[src/rtl/ccff_loader_pkg.sv]
// ccff_loader_pkg
// Shared types and helpers for the configuration-chain loader.
//   ccffState_e : loader FSM states (IDLE, WAIT_WORD, SHIFT, DONE)
//   words_for   : number of bitstream words needed to fill a chain
package ccff_loader_pkg;

    typedef enum logic [1:0] {
        IDLE      = 2'd0,
        WAIT_WORD = 2'd1,
        SHIFT     = 2'd2,
        DONE      = 2'd3
    } ccffState_e;

    // Words needed to cover chainLen bits; the final word may be partial.
    function automatic int words_for(input int chainLen, input int wordW);
        return (chainLen + wordW - 1) / wordW;
    endfunction

endpackage

[src/rtl/ccff_word_serializer.sv]
// ccff_word_serializer
// Holds one bitstream word and hands it out LSB-first, tracking how many
// bits of the current word are still to be presented.
// Ports:
//   i_clk    in   clock (rising edge)
//   i_reset  in   synchronous active-high reset
//   i_load   in   capture i_data and i_n
//   i_data   in   WORD_W-bit word
//   i_n      in   number of bits of this word that will be used
//   i_shift  in   consume the current bit
//   o_bit    out  current bit (LSB of the shift register)
//   o_last   out  current bit is the last one of this word
module ccff_word_serializer #(
    parameter int WORD_W = 8,
    parameter int NW     = $clog2(WORD_W + 1)
) (
    input  logic              i_clk,
    input  logic              i_reset,
    input  logic              i_load,
    input  logic [WORD_W-1:0] i_data,
    input  logic [NW-1:0]     i_n,
    input  logic              i_shift,
    output logic              o_bit,
    output logic              o_last
);

    logic [WORD_W-1:0] r_sr;
    logic [NW-1:0]     r_bitsLeft;

    // Load a fresh word or shift the current one right by one bit.
    always_ff @(posedge i_clk) begin
        if (i_reset) begin
            r_sr       <= '0;
            r_bitsLeft <= '0;
        end else if (i_load) begin
            r_sr       <= i_data;
            r_bitsLeft <= i_n;
        end else if (i_shift) begin
            r_sr       <= r_sr >> 1;
            r_bitsLeft <= r_bitsLeft - NW'(1);
        end
    end

    assign o_bit  = r_sr[0];
    assign o_last = (r_bitsLeft == NW'(1));

endmodule

[src/rtl/ccff_chain_loader.sv]
// ccff_chain_loader
// Streams bitstream words from a valid/ready port onto a serial configuration
// chain (ccff_head -> ccff_tail), advancing the chain exactly CHAIN_LEN times
// per load and then pulsing done.
// Build option: define CCFF_READBACK_EN to add rb_data/rb_valid, which pack
// the bits leaving ccff_tail into words.
// Ports:
//   prog_clk     in   configuration clock
//   prog_reset   in   synchronous active-high reset
//   start        in   begin a load (IDLE only)
//   abort        in   cancel the load in progress
//   cfg_data     in   bitstream word, LSB first
//   cfg_valid    in   cfg_data valid
//   cfg_ready    out  word accepted on cfg_valid && cfg_ready
//   ccff_head    out  registered serial bit into the chain
//   ccff_clk_en  out  registered chain shift enable
//   ccff_tail    in   serial output of the chain
//   busy         out  loader not IDLE
//   done         out  one-cycle pulse after the last chain shift
//   rb_data      out  (CCFF_READBACK_EN) readback word
//   rb_valid     out  (CCFF_READBACK_EN) rb_data valid
module ccff_chain_loader
    import ccff_loader_pkg::*;
#(
    parameter int CHAIN_LEN = 400,
    parameter int WORD_W    = 8
) (
    input  logic              prog_clk,
    input  logic              prog_reset,
    input  logic              start,
    input  logic              abort,
    input  logic [WORD_W-1:0] cfg_data,
    input  logic              cfg_valid,
    output logic              cfg_ready,
    output logic              ccff_head,
    output logic              ccff_clk_en,
    input  logic              ccff_tail,
    output logic              busy,
    output logic              done
`ifdef CCFF_READBACK_EN
    ,
    output logic [WORD_W-1:0] rb_data,
    output logic              rb_valid
`endif
);

    localparam int CNT_W = $clog2(CHAIN_LEN + 1);
    localparam int NW    = $clog2(WORD_W + 1);

    ccffState_e       r_state;
    ccffState_e       w_nextState;
    logic [CNT_W-1:0] r_remaining;
    logic             r_head;
    logic             r_clkEn;
    logic             r_done;
    logic             w_load;
    logic             w_shift;
    logic             w_serBit;
    logic             w_serLast;
    logic [NW-1:0]    w_wordBits;

    // State register.
    always_ff @(posedge prog_clk) begin
        if (prog_reset) begin
            r_state <= IDLE;
        end else begin
            r_state <= w_nextState;
        end
    end

    // Next-state logic; abort overrides everything outside IDLE.
    always_comb begin
        w_nextState = r_state;
        if (r_state != IDLE && abort) begin
            w_nextState = IDLE;
        end else begin
            case (r_state)
                IDLE:      if (start) w_nextState = WAIT_WORD;
                WAIT_WORD: if (cfg_valid) w_nextState = SHIFT;
                SHIFT: begin
                    if (w_serLast) begin
                        w_nextState = (r_remaining == CNT_W'(1)) ? DONE : WAIT_WORD;
                    end
                end
                DONE:      w_nextState = IDLE;
                default:   w_nextState = IDLE;
            endcase
        end
    end

    // State-decoded controls. Gating cfg_ready with abort means an aborted
    // cycle never completes a handshake.
    always_comb begin
        cfg_ready = (r_state == WAIT_WORD) && !abort;
        busy      = (r_state != IDLE);
        w_load    = cfg_ready && cfg_valid;
        w_shift   = (r_state == SHIFT) && !abort;
    end

    // The final word may hold fewer useful bits than WORD_W.
    assign w_wordBits = (32'(r_remaining) >= WORD_W) ? NW'(WORD_W) : NW'(r_remaining);

    // Registered chain drive, remaining-bit counter and done pulse. The
    // enable only rises for a cycle that actually presents a bit, so stalls
    // and gaps leave the chain untouched.
    always_ff @(posedge prog_clk) begin
        if (prog_reset) begin
            r_remaining <= '0;
            r_head      <= 1'b0;
            r_clkEn     <= 1'b0;
            r_done      <= 1'b0;
        end else begin
            r_clkEn <= w_shift;
            r_head  <= w_shift ? w_serBit : 1'b0;
            r_done  <= (r_state == DONE) && !abort;
            if (r_state == IDLE && start) begin
                r_remaining <= CNT_W'(CHAIN_LEN);
            end else if (w_shift) begin
                r_remaining <= r_remaining - CNT_W'(1);
            end
        end
    end

    assign ccff_head   = r_head;
    assign ccff_clk_en = r_clkEn;
    assign done        = r_done;

    ccff_word_serializer #(
        .WORD_W (WORD_W)
    ) u_serializer (
        .i_clk   (prog_clk),
        .i_reset (prog_reset),
        .i_load  (w_load),
        .i_data  (cfg_data),
        .i_n     (w_wordBits),
        .i_shift (w_shift),
        .o_bit   (w_serBit),
        .o_last  (w_serLast)
    );

`ifdef CCFF_READBACK_EN
    logic [WORD_W-1:0] r_rbAcc;
    logic [NW-1:0]     r_rbCnt;
    logic              r_headLast;
    logic [WORD_W-1:0] w_rbWord;
    logic              w_rbFire;

    // The tail bit leaving the chain is merged into the word being built in
    // the same cycle, so the last partial word is reported while the final
    // shift is presented, ahead of done.
    assign w_rbWord = r_rbAcc | (WORD_W'(ccff_tail) << r_rbCnt);
    assign w_rbFire = r_clkEn && ((r_rbCnt == NW'(WORD_W - 1)) || r_headLast);
    assign rb_valid = w_rbFire;
    assign rb_data  = w_rbFire ? w_rbWord : '0;

    // Readback accumulator, cleared whenever the loader is idle.
    always_ff @(posedge prog_clk) begin
        if (prog_reset) begin
            r_rbAcc    <= '0;
            r_rbCnt    <= '0;
            r_headLast <= 1'b0;
        end else begin
            r_headLast <= w_shift && (r_remaining == CNT_W'(1));
            if (r_state == IDLE) begin
                r_rbAcc <= '0;
                r_rbCnt <= '0;
            end else if (r_clkEn) begin
                if (w_rbFire) begin
                    r_rbAcc <= '0;
                    r_rbCnt <= '0;
                end else begin
                    r_rbAcc <= w_rbWord;
                    r_rbCnt <= r_rbCnt + NW'(1);
                end
            end
        end
    end
`else
    logic w_unusedTail;
    assign w_unusedTail = ccff_tail;
`endif

endmodule

[config.mk]
export PLATFORM = sky130hd
export DESIGN_NAME = ccff_chain_loader
export DESIGN_NICKNAME = d
export VERILOG_FILES = /design/src/rtl/ccff_loader_pkg.sv /design/src/rtl/ccff_word_serializer.sv /design/src/rtl/ccff_chain_loader.sv
export SDC_FILE = /design/constraint.sdc
export NUM_CORES = 1
export LEC_CHECK = 0
export CAP_MARGIN = 0
export CORE_MARGIN = 1
export CORE_UTILIZATION = 53
export CTS_CLUSTER_DIAMETER = 150
export DETAILED_ROUTE_END_ITERATION = 8
export PLACE_DENSITY = 0.78
export SLEW_MARGIN = 30
export SYNTH_ARGS = -nofsm -noshare
export SYNTH_HDL_FRONTEND = slang
export SYNTH_SLANG_ARGS = --single-unit
[constraint.sdc]
create_clock -name prog_clk -period 2.2 [get_ports prog_clk]
set_clock_uncertainty 0.2 [all_clocks]
set_input_delay 0.22 -clock prog_clk [delete_from_list [all_inputs] [get_ports prog_clk]]
set_output_delay 0.22 -clock prog_clk [all_outputs]
set_load 0.01 [all_outputs]
==> out/qor.yml, run 1 <==
outcome: "completed"
synth-main-ff-cell: "dfxtp_1"
crit_family: "buffers and inverters"
timing.hold.worst_path_depth: 3
hold_violations: 0
synth-async-reset-ratio_pct: 0
remaining_drc_errors: 0
flow.area_growth_from_synthesis_pct: 20.7
layout.cells.most_common_list: "dfxtp_1 (26), clkdlybuf4s50_1 (17), a21oi_1 (13)"
grt_pass1_wl_um: 4850
timing.critical_path.slowest_stage_cell: "clkdlybuf4s50_1"
synth_nets: 174
drive_above_1_share_pct: 10.9
worstHoldPathType: "input pin to flop"
num_vias: 1262
synthesis.instances: 155
worstSetupEndpointType: "output pin"
clk_path_buf_depth: 2
total_global_routing_overflow: 0
synth.ff_latch_count: 26
netlist.top_cell.by_area: "dfxtp_1"
start_util_pct: 58.6
cts_root_buf: "clkbuf_4"
core_area_um2: 2300
timing.max_slew.rel_slack_pct: 60.1
holdBufCountCts: 0
cp_cell_sequence: "buf_4, or2_2, clkdlybuf4s50_1"
fin_nets: 195
cp_slowest_stage_delay_ns: 0.48
synth_largest_type_area_fraction_pct: 38.7
post_drt_via_cell_ratio: 6.22
cts_inserted_buffers: 3
route.antenna.remaining_nets: 0
pwr_density_cell_nw_per_um2: 589
avgRoutedWirePerCell_um: 14.5
die_h_um: 52.4
clk_pin_slew_ns: 0.13
insertion_delay_ns: 0.32
reg2reg_depth: 4
grt_setup_unrepaired: "no"
crit_cells: 3
iter_0_drt_violations: 41
grt_max_degree: 20
yosys_warnings: 0
clock_tree.htree_level_count: 1
slew_worst_pin_ns: 0.595
power.ir.vdd_worst_mv: 0.427
synth.distinct_cells: 42
yosys-top-cells-area: "dfxtp_1 (39%), a21oi_1 (4.8%), ha_1 (4.6%)"
critical_path.startpoint_type: "flop"
post_synth_instance_area_um2: 1350
hold_sp: "cfg_data[7]"
antenna_cells: 0
die-area_um2: 2750
crit_required_ns: 1.78
cp_max_fo: 14
post_dp_cell_area_um2: 1580
worstSetupStartpoint: "r_state[1]$_SDFFE_PP0P_"
crit_type: "flop to output pin"
die_x_um: 52.4
setup_tns_ns: 0
min_period_over_period_pct: 93.6
finalInstanceArea_um2: 1630
yosysSeqAreaShare_pct: 38.7
timing.max_cap.violations: 0
setup_viol: 0
vias_in_the_first_global_route: 1121
place_congestion: 0.778
avgSynthCellArea_um2: 8.69
worst_ep_arrival_time_ns: 1.64
port_buffers: 17
hpwl_um: 2060
number_of_rows_in_the_core_area: 17
ports: 19
final_period_minus_worst_setup_slack_ns: 2.06
crit_path_buffers_inverters: 2
layout.cells.most_common: "dfxtp_1"
globalRouteTotalUtil_pct: 23.9
grt_antenna_before_repair: 0
cts.sink_count: 26
cts_tree: "done"
final_report_max_slew_violation_count: 0
firstDrtPassIters: 4
leakagePower_nw: 0.590
count_of_flip_flops_with_a_built_in_enable_after_synthesis: 0
start_of_the_worst_register_to_register_path: "r_state[1]$_SDFFE_PP0P_"
achievable-frequency_ghz: 0.486
drt_wl_total_um: 2940
## cell usage after synthesis, types with 2 or more instances
| cell | count |
|---|---|
| nor2_1 | 4 |
| nor3_1 | 5 |
| a22oi_1 | 5 |
| and3_1 | 3 |
| nand4bb_1 | 2 |
| nand2_1 | 9 |
| nor4b_1 | 2 |
| nor3b_1 | 4 |
| or3_1 | 4 |
| a21oi_1 | 13 |
| inv_1 | 6 |
| nor4bb_1 | 4 |
| nor4_1 | 2 |
| nor2b_1 | 2 |
| or3b_1 | 2 |
| clkbuf_1 | 9 |
| or4_1 | 3 |
| ha_1 | 5 |
| dfxtp_1 | 26 |
| nand4_1 | 2 |
| o31ai_1 | 3 |
| nand3_1 | 8 |
| a211oi_1 | 3 |
| xnor2_1 | 2 |
| a31oi_1 | 6 |
| o21ai_0 | 5 |
## layer usage
layer / vias up / GRT usage (%) / wire [µm]
met1: 587 / 30.8 / 1290
met2: 46 / 39.2 / 1410
met3: 7 / 2.61 / 172
met4: 0 / 11.8 / 63
li1: 622 / - / -
met5: - / 0 / 0
## timing repair
item	CTS	global route
setup endpoints to repair	0	1
resized for setup	0	1
setup buffers	0	0
## power by group
part           switching (W)  internal, W
logic               0.000100     0.000100
clock network       0.000139     0.000101
registers          0.0000216     0.000494
total               0.000261     0.000696
## logic make-up (layout without fill, tap and decap cells)
| group | Yosys count | after routing | share of synthesized area (%) |
|---|---|---|---|
| AOI/OAI and AO/OA | 41 | 41 | 19.5 |
| adders and majority gates | 5 | 5 | 4.65 |
| muxes | 1 | 1 | 0.744 |
| buffers and inverters | 17 | 37 | 4.83 |
| DFF | 26 | 26 | 38.7 |
| and+or+nand+nor | 63 | 63 | 30.3 |
| xor gates and xnor gates | 2 | 2 | 1.30 |
## state kept, by name, summed over array words and instances, names as in the netlist
register / flops
u_serializer.r_sr: 8
r_state: 2
ccff_clk_en: 1
r_remaining: 9
u_serializer.r_bitsLeft: 4
ccff_head: 1
done: 1
## final cells by class
type / instances / area [µm²]
Clock buffer: 4 / 36.3
Inverter: 6 / 22.5
Fill cell: 186 / 672
Tap cell: 28 / 35.0
Sequential cell: 26 / 520
Timing Repair Buffer: 27 / 245
Multi-Input combinational cell: 112 / 766
## path summary, 6_finish.rpt
kind | slack [ns] | to
setup / recovery | 0.14 | busy
hold / removal | 0.23 | u_serializer.r_sr[7]$_SDFFE_PP0P_
setup reg to reg | 0.32 | r_remaining[3]$_SDFFE_PP0P_
hold reg to reg | 0.28 | u_serializer.r_sr[7]$_SDFFE_PP0P_
## stage by stage
stage | std cells | power, W | hold WS, ns | setup slack, ns | utilization [%]
after floorplan | 155 | 0.000646 | 0.156 | 0.428 | -
after global placement | 199 | 0.000715 | 0.256 | 0.177 | 69.0
after detailed placement | 199 | 0.000722 | 0.259 | 0.117 | 69.0
after CTS | 203 | 0.000964 | 0.227 | 0.0668 | 70.5
after global routing | 203 | 0.00100 | 0.265 | 0.0848 | 70.8
final | 203 | 0.000958 | 0.232 | 0.141 | 70.8
## tightest hold or removal path: stages
cell and delay, ns:
clkdlybuf4s50_1 0.40, nand2_1 0.06, a21oi_1 0.05
Note: power is estimated with default switching activity, not from simulation.
==> run 2: changes to the inputs <==
- CORE_UTILIZATION: 53 -> 57
- PLACE_DENSITY: 0.78 -> 0.83
- clock period: 2.2 -> 2.5 ns (I/O delays scaled with it)
==> run 2 against run 1 <==
Global-route usage is 3.3 points higher. Clock power decreased by 27%. Combinational power down 19%. Final area shrank 3.0%. Routed wire length fell by 2.3%. Setup slack gained 0.26 ns. First-iteration DRC count shrank 9.8%. Sequential share of layout area rose by 0.99 points. Worst hold slack improved by 0.029 ns. Die area is 6.8% lower. Core utilization is 0.52 points higher. Critical path type unchanged.
==> out/qor.yml, run 2 (synthesis gave the netlist of run 1 again) <==
worstReg2RegEnd: "r_remaining[3]$_SDFFE_PP0P_"
cts_inserted_buffers: 3
firstDrtPassIters: 4
worst_hold_path_ep: "u_serializer.r_sr[7]$_SDFFE_PP0P_"
pwr_density_cell_nw_per_um2: 506
setup_tns_ns: 0
grt_setup_unrepaired: "no"
post_drt_via_cell_ratio: 6.19
multi_input_comb_area_um2: 761
leakagePower_nw: 0.560
worstHoldPathType: "input pin to flop"
timing.critical_path.slowest_stage_cell: "dfxtp_1"
die-area_um2: 2560
vias_in_the_first_global_route: 1211
holdBufCountCts: 0
seq_area_um2: 520
grt_pass1_wl_um: 5180
cts-resized-gates: 0
clock_tree.htree_level_count: 1
start_of_the_worst_register_to_register_path: "r_state[1]$_SDFFE_PP0P_"
cts_root_buf: "clkbuf_4"
biggestRegsByFlops: "r_remaining (9), u_serializer.r_sr (8), u_serializer.r_bitsLeft (4)"
critical_path.startpoint_type: "flop"
cts.sink_count: 26
crit_path_buffers_inverters: 1
cp_slowest_stage_delay_ns: 0.61
cts_tree: "done"
hold_sp: "cfg_data[7]"
fin_nets: 191
largest_register_ff_count: 9
clk_pin_slew_ns: 0.13
hpwl_um: 2070
antenna_cells: 0
cp_cell_sequence: "or2_2, clkdlybuf4s50_1"
slew_worst_pin_ns: 0.656
largest-register: "r_remaining"
drive_above_1_share_pct: 7.65
ports: 19
layout.cells.most_common_list: "dfxtp_1 (26), clkdlybuf4s50_1 (17), a21oi_1 (13)"
die_x_um: 50.6
crit_type: "flop to output pin"
outcome: "completed"
start_util_pct: 60.9
cp_max_fo: 18
core_area_um2: 2210
r2r_setup_slack_ns: 0.45
insertion_delay_ns: 0.32
reg2reg_depth: 4
number_of_rows_in_the_core_area: 17
crit_required_ns: 2.05
timing.max_cap.violations: 0
total_global_routing_overflow: 0
remaining_drc_errors: 0
route.antenna.remaining_nets: 0
min_period_over_period_pct: 83.8
power.ir.vdd_worst_mv: 0.500
crit_family: "flip-flops"
die_h_um: 50.6
final_period_minus_worst_setup_slack_ns: 2.09
grt_antenna_before_repair: 0
fillers: 183
flow.area_growth_from_synthesis_pct: 17.1
grt_max_degree: 19
num_vias: 1226
avgRoutedWirePerCell_um: 14.5
utilization_pct: 71.3
timing.hold.worst_path_depth: 3
final_report_max_slew_violation_count: 0
place_congestion: 0.845
timing.max_slew.rel_slack_pct: 55.6
clk_path_buf_depth: 2
post_cts.repair.setup_buffers: 0
worst_ep_arrival_time_ns: 1.64
worstSetupEndpointType: "output pin"
achievable-frequency_ghz: 0.477
setup_viol: 0
port_buffers: 17
globalRouteTotalUtil_pct: 27.2
drt_wl_total_um: 2870
iter_0_drt_violations: 37
layout.cells.most_common: "dfxtp_1"
hold_violations: 0
==> run 2: report_power, final <==
group / switching [W] / total [W] / internal, W / leakage [nW]
combinational: 0.0000805 / 0.000162 / 0.0000816 / 0.335
sequential: 0.0000244 / 0.000459 / 0.000435 / 0.211
clock: 0.000120 / 0.000177 / 0.0000567 / 0.0138
==> run 2: worst max path at each step <==
stage          slack (ns)                     from                           to  depth (start not counted)
2_1_floorplan        0.73  r_state[1]$_SDFFE_PP0P_  r_remaining[7]$_SDFFE_PP0P_                          4
3_3_place_gp         0.45                    abort  r_remaining[3]$_SDFFE_PP0P_                          5
3_5_place_dp         0.41                    abort  r_remaining[3]$_SDFFE_PP0P_                          5
4_1_cts              0.39  r_state[1]$_SDFFE_PP0P_                         busy                          2
5_1_grt              0.29  r_state[1]$_SDFFE_PP0P_                         busy                          2
6_report             0.41  r_state[1]$_SDFFE_PP0P_                         busy                          2
==> run 2: through the flow <==
step | setup WS [ns] | instance area, µm² | cells | total power, W | hold slack (ns)
after floorplan | 0.728 | 1350 | 155 | 0.000568 | 0.186
after CTS | 0.389 | 1580 | 198 | 0.000807 | 0.252
final | 0.405 | 1580 | 198 | 0.000798 | 0.261
after global placement | 0.450 | 1550 | 195 | 0.000621 | 0.256
after global routing | 0.287 | 1580 | 198 | 0.000843 | 0.301
after detailed placement | 0.414 | 1550 | 195 | 0.000629 | 0.264
==> run 2: cell type report <==
class	instances	share of cell area, %
inverter	6	1.43
clock buffer	3	1.43
timing repair buffer	23	13.7
sequential	26	33.0
tap	28	2.22
multi-input combinational	112	48.3
==> run 2: worst reg2reg max path, stage by stage, from the launching register on <==
cell and delay (ns):
dfxtp_1 0.61, or3b_1 0.47, buf_4 0.22, or3_1 0.35, a21oi_1 0.14
==> run 2: metal layers <==
metal  track usage [%]  routed length (µm)  part of all wire (%)
met5                 0                   0                     0
met4              16.7                  65                   2.3
met2              46.0                1410                    49
met3              5.15                 126                   4.4
met1              31.4                1270                    44
==> variant 1, RTL diff (settings of run 1) <==
`WORD_W` is set to 8 in 2 places; all go to 4.
--- a/src/rtl/ccff_word_serializer.sv
+++ b/src/rtl/ccff_word_serializer.sv
@@ -12,5 +12,5 @@
 //   o_last   out  current bit is the last one of this word
 module ccff_word_serializer #(
-    parameter int WORD_W = 8,
+    parameter int WORD_W = 4,
     parameter int NW     = $clog2(WORD_W + 1)
 ) (
--- a/src/rtl/ccff_chain_loader.sv
+++ b/src/rtl/ccff_chain_loader.sv
@@ -24,5 +24,5 @@
 #(
     parameter int CHAIN_LEN = 400,
-    parameter int WORD_W    = 8
+    parameter int WORD_W    = 4
 ) (
     input  logic              prog_clk,
Ports: changed (resized cfg_data); port bits go from 19 to 15. The function was not compared with the original's and may differ.
==> variant 1 against run 1 <==
Core utilization decreased by 2.2 points. Power shrank 16%. Register-to-register slack improved by 0.09 ns. Routed wire length shrank 11%. Final area decreased by 15%. Setup slack improved by 0.061 ns. Synthesized cell count fell by 17%. Sequential cell count down 5. First-iteration DRC count decreased by 44%. Critical path depth fell by 1. Worst hold slack gained 0.016 ns. Global-route usage increased by 0.17 points. Largest cell class unchanged. Highest routed layer unchanged. Area after synthesis decreased by 13%. Critical path type unchanged.
==> variant 1: results (changes against run 1) <==
status: finished, final reports clean
Final Routed Wirelength: 2.62 mm (-11%)
largest net degree at the start of global routing: 14 (-30%)
number of global-route vias before repair: 966 (-14%)
met1 Use GR: 30.5% (-0.35 points)
# fillers: 172 (-7.5%)
Total Nets Final: 163 (-16%)
crit path DAT: 1.58 ns (-0.06 ns)
commonest cells in the netlist: 21 x dfxtp_1, 9 x a21oi_1, 7 x inv_1
Seq/Total Area, Yosys: 36.0% (-2.7 points)
share of layout cells above drive strength 1: 16.3% (+5.5 points)
synth unique cells: 46 (+9.5%)
met2 Use GR: 39.4% (+0.11 points)
Syn Inst Count: 128 (-17%)
Regs by FF count: r_remaining: 9 flops, u_serializer.r_sr: 4 flops, u_serializer.r_bitsLeft: 3 flops
leading cell types by total area after synthesis: dfxtp_1 36%, ha_1 5.4%, a21oi_1 3.9%
Port Buffers: 13 (-4)
routability cong.: 0.820 (+5.4%)
Tot GR Track Use: 24.1% (+0.17 points)
leakage: 0.476 nW (-19%)
post-synth net total: 143 (-18%)
CP Max Fanout: 13 (-1)
measured slew at the worst slew-check pin: 0.624 ns (+0.0289 ns)
DP HPWL: 1.92 mm (-7.2%)
first-pass GRT wire length: 4.38 mm (-9.7%)
initial DRC count: 23 (-44%)
Post-Layout Cell Count: 174 (-14%)
met3 Use GR: 4.67% (+2.1 points)
dpl ws: 0.166 ns (+0.0493 ns)
==> variant 1: final timing paths <==
kind,from,to,slack (ns),cells after the start
worst min register to register,u_serializer.r_sr[3]$_SDFFE_PP0P_,u_serializer.r_sr[3]$_SDFFE_PP0P_,0.28,2
worst min-delay path,cfg_data[3],u_serializer.r_sr[3]$_SDFFE_PP0P_,0.25,3
worst max-delay path,r_state[0]$_SDFFE_PP0P_,cfg_ready,0.20,2
worst max register to register,r_state[1]$_SDFFE_PP0P_,r_state[1]$_SDFFE_PP0P_,0.41,4
==> variant 1: cell type report <==
| type | instances | area share (%) |
|---|---|---|
| Tap cell | 27 | 2.44 |
| Inverter | 7 | 1.90 |
| Clock buffer | 3 | 1.63 |
| Multi-Input combinational cell | 92 | 48.2 |
| Sequential cell | 21 | 30.4 |
| Timing Repair Buffer | 23 | 14.8 |
| Clock inverter | 1 | 0.542 |
==> variant 1: worst max-delay path, cell delays in order (launching register included) <==
cell	delay, ns
dfxtp_2	0.48
nor3b_1	0.22
clkdlybuf4s50_1	0.56
==> variant 1: logic make-up after synthesis <==
family | Yosys count | synth area share, %
AND/OR/NAND/NOR | 49 | 28.3
AO/OA/AOI/OAI | 36 | 22.1
buffers and inverters | 15 | 6.85
flip-flops | 21 | 36.0
XOR/XNOR | 2 | 1.50
adder cells (fa/ha/maj) | 5 | 5.35
==> variant 1: per-layer routing <==
layer	part of all wire, %	wire length [um]
met1	45	1180
met5	0	0
met4	1.3	34
met2	49	1270
met3	5.2	135
==> variant 1: through the flow <==
step	cell area, um2	hold slack (ns)
finish	1390	0.248
global route	1390	0.255
CTS	1380	0.245
detailed placement	1350	0.267
global placement	1350	0.260
floorplan	1170	0.0975
==> variant 1: what timing repair did <==
item | in CTS | in global routing
resized for setup | 0 | 1
setup endpoints to repair | 0 | 1
buffers inserted | 0 | 0
hold buffers | 0 | 0
==> variant 1: power by group <==
group	leakage, nW	internal, mW	switching, mW
Clock	0.0139	0.0696	0.132
Sequential	0.171	0.400	0.0250
Combinational	0.291	0.0938	0.0855
Total	0.476	0.564	0.242
==> variant 2, RTL diff (settings of run 1) <==
Without the edit above. Add an input register stage for `cfg_data` and `cfg_valid`; this delays them by one clock. The other inputs are not delayed to match.
--- a/src/rtl/ccff_chain_loader.sv
+++ b/src/rtl/ccff_chain_loader.sv
@@ -48,4 +48,12 @@
     localparam int NW    = $clog2(WORD_W + 1);
 
+    logic [WORD_W-1:0] cfg_data_q;
+    logic cfg_valid_q;
+
+    always_ff @(posedge prog_clk) begin
+        cfg_data_q  <= cfg_data;
+        cfg_valid_q <= cfg_valid;
+    end
+
     ccffState_e       r_state;
     ccffState_e       w_nextState;
@@ -77,5 +85,5 @@
             case (r_state)
                 IDLE:      if (start) w_nextState = WAIT_WORD;
-                WAIT_WORD: if (cfg_valid) w_nextState = SHIFT;
+                WAIT_WORD: if (cfg_valid_q) w_nextState = SHIFT;
                 SHIFT: begin
                     if (w_serLast) begin
@@ -94,5 +102,5 @@
         cfg_ready = (r_state == WAIT_WORD) && !abort;
         busy      = (r_state != IDLE);
-        w_load    = cfg_ready && cfg_valid;
+        w_load    = cfg_ready && cfg_valid_q;
         w_shift   = (r_state == SHIFT) && !abort;
     end
@@ -132,5 +140,5 @@
         .i_reset (prog_reset),
         .i_load  (w_load),
-        .i_data  (cfg_data),
+        .i_data  (cfg_data_q),
         .i_n     (w_wordBits),
         .i_shift (w_shift),
Function: changed (Yosys sat finds a counterexample within 4 cycles, from zero or initial values and one cycle with prog_reset high).
==> variant 2 against run 1 <==
Synthesized cell count decreased by 3.2%. Sequential cell count increased by 9. Power increased by 36%. Routed wire length decreased by 6.7%. Critical path type unchanged. Final area increased by 7.6%. Cell count increased by 0.99%. Setup slack improved by 0.046 ns. Largest power group unchanged. Area after synthesis increased by 7.9%.
==> variant 2: results (changes against run 1) <==
CP Data Required Time: 1.78 ns (about the same)
Hold/Removal Path Class: input pin to register
Regs by FF count: r_remaining: 9 flops, cfg_data_q: 8 flops, u_serializer.r_sr: 8 flops
initial DRC count: 21 (-49%)
H-tree lvl count: 2 (+1)
Hold Path Origin: cfg_data[0]
Max IR drop VDD: 0.000581 V (+36%)
clock slew at reported path FFs: 0.11 ns (-0.02 ns)
clk root buf: clkbuf_4
Max Root-Sink Buffers: 2 (unchanged)
Port Buffers: 17 (unchanged)
DP HPWL: 1.91 mm (-7.5%)
CP Max Fanout: 9 (-5)
Hold Path Stages: 1 (-2)
flop2flop setup slack: 0.41 ns (+0.09 ns)
worst reg2reg path depth: 5 (+1)
number of diodes: 0 (unchanged)
leakage: 0.620 nW (+5.2%)
Slew HR: 73.3% (+13 points)
leading cell types by total area after synthesis: dfxtp_1 48%, a21oi_1 5.5%, ha_1 4.3%
Post-synth ARST share: 0% (unchanged)
synth unique cells: 34 (-19%)
YS warnings: 0 (unchanged)
Seq/Total Area, Yosys: 48.2% (+9.6 points)
hold-critical path endpoint: cfg_data_q[0]$_DFF_P_
ys flop type: dfxtp_1
routability cong.: 0.744 (-4.4%)
commonest cells in the netlist: 35 x dfxtp_1, 16 x a21oi_1, 16 x nor2_1
status: finished, final reports clean
Clock Latency Late Sink: 0.34 ns (+0.02 ns)
initial antenna violation count: 0 (unchanged)
number of global-route vias before repair: 1031 (-8.0%)
Final Routed Wirelength: 2.75 mm (-6.7%)
Post-synth EDFFs: 0 (unchanged)
first-pass GRT wire length: 4.44 mm (-8.5%)
CP Launch Type: register
Num CTS Buffers: 5 (+2)
post-synth net total: 169 (-2.9%)
Tot GR Track Use: 21.9% (-2.0 points)
r2r endpoint: r_remaining[2]$_SDFFE_PP0P_
Total Nets Final: 193 (-1.0%)
drt pass-1 iters: 4 (unchanged)
largest net degree at the start of global routing: 14 (-30%)
vias post-DR: 1136 (-10%)
share of layout cells above drive strength 1: 13.1% (+2.3 points)
Critical Path Start: r_state[1]$_SDFFE_PP0P_
-- variant 2: changes by cell type after synthesis, sizes merged, moves of 5 or more --
cell | before | now
clkbuf | 9 | 2
dfxtp | 26 | 35
nand2 | 9 | 14
nand3 | 8 | 3
nor2 | 4 | 16
o21ai | 5 | 0
xor2 | 0 | 6
-- variant 2: how the worst max path moves through the flow --
stage                                                   end  cells past startpoint
floorplan           u_serializer.r_bitsLeft[2]$_SDFFE_PP0P_                      4
finish                                            cfg_ready                      4
global route                                      cfg_ready                      4
CTS                                               cfg_ready                      3
global placement                r_remaining[8]$_SDFFE_PP0P_                      6
detailed placement              r_remaining[8]$_SDFFE_PP0P_                      6
-- variant 2: kinds of logic (layout without fill, tap and decap cells) --
family | after synthesis | count (layout) | share of synthesized area [%]
compound gates | 34 | 34 | 15.3
xor+xnor | 8 | 8 | 4.82
fa+ha+maj | 5 | 5 | 4.31
buf+inv | 13 | 38 | 4.31
flops | 35 | 35 | 48.2
simple gates | 55 | 55 | 23.0
-- variant 2: report_power, final --
part | internal (mW) | leakage [nW] | switching, mW
clock network | 0.188 | 0.0386 | 0.209
registers | 0.669 | 0.288 | 0.0390
logic | 0.106 | 0.294 | 0.0948
total | 0.963 | 0.620 | 0.343
-- variant 2: worst max-delay path: stages (launching register included) --
cell and delay (ns):
dfxtp_1 0.52, inv_1 0.12, nand2_1 0.11, nor2_1 0.05, clkdlybuf4s50_1 0.46
-- variant 2: timing repair --
item | in CTS | in global routing
gates resized for setup | 0 | 1
setup buffers | 0 | 0
endpoints found under the setup margin | 0 | 1
-- variant 2: per-stage QoR --
step	std cells	worst slack (ns)	hold WS [ns]	cell area (um2)
floorplan	150	0.584	0.0477	1450
global placement	197	0.176	0.237	1680
detailed placement	197	0.124	0.249	1680
CTS	205	0.0376	0.0955	1750
global route	205	0.105	0.0838	1750
finish	205	0.187	0.105	1750
-- variant 2: layout make-up --
class	instances	area, um2
multi-input cells	102	696
well taps	30	37.5
flip-flops and latches	35	702
clock buffers	8	68.8
repair buffers	24	223
inverters	6	22.5
fillers	195	773
-- variant 2: metal layers --
layer  global-route usage, %  vias to the layer above  wire (um)
met2                    36.6                       28       1350
met4                    11.1                        0         65
met5                       0                        -          0
met1                    23.8                      522       1200
li1                        -                      577          -
met3                    8.89                        9        134
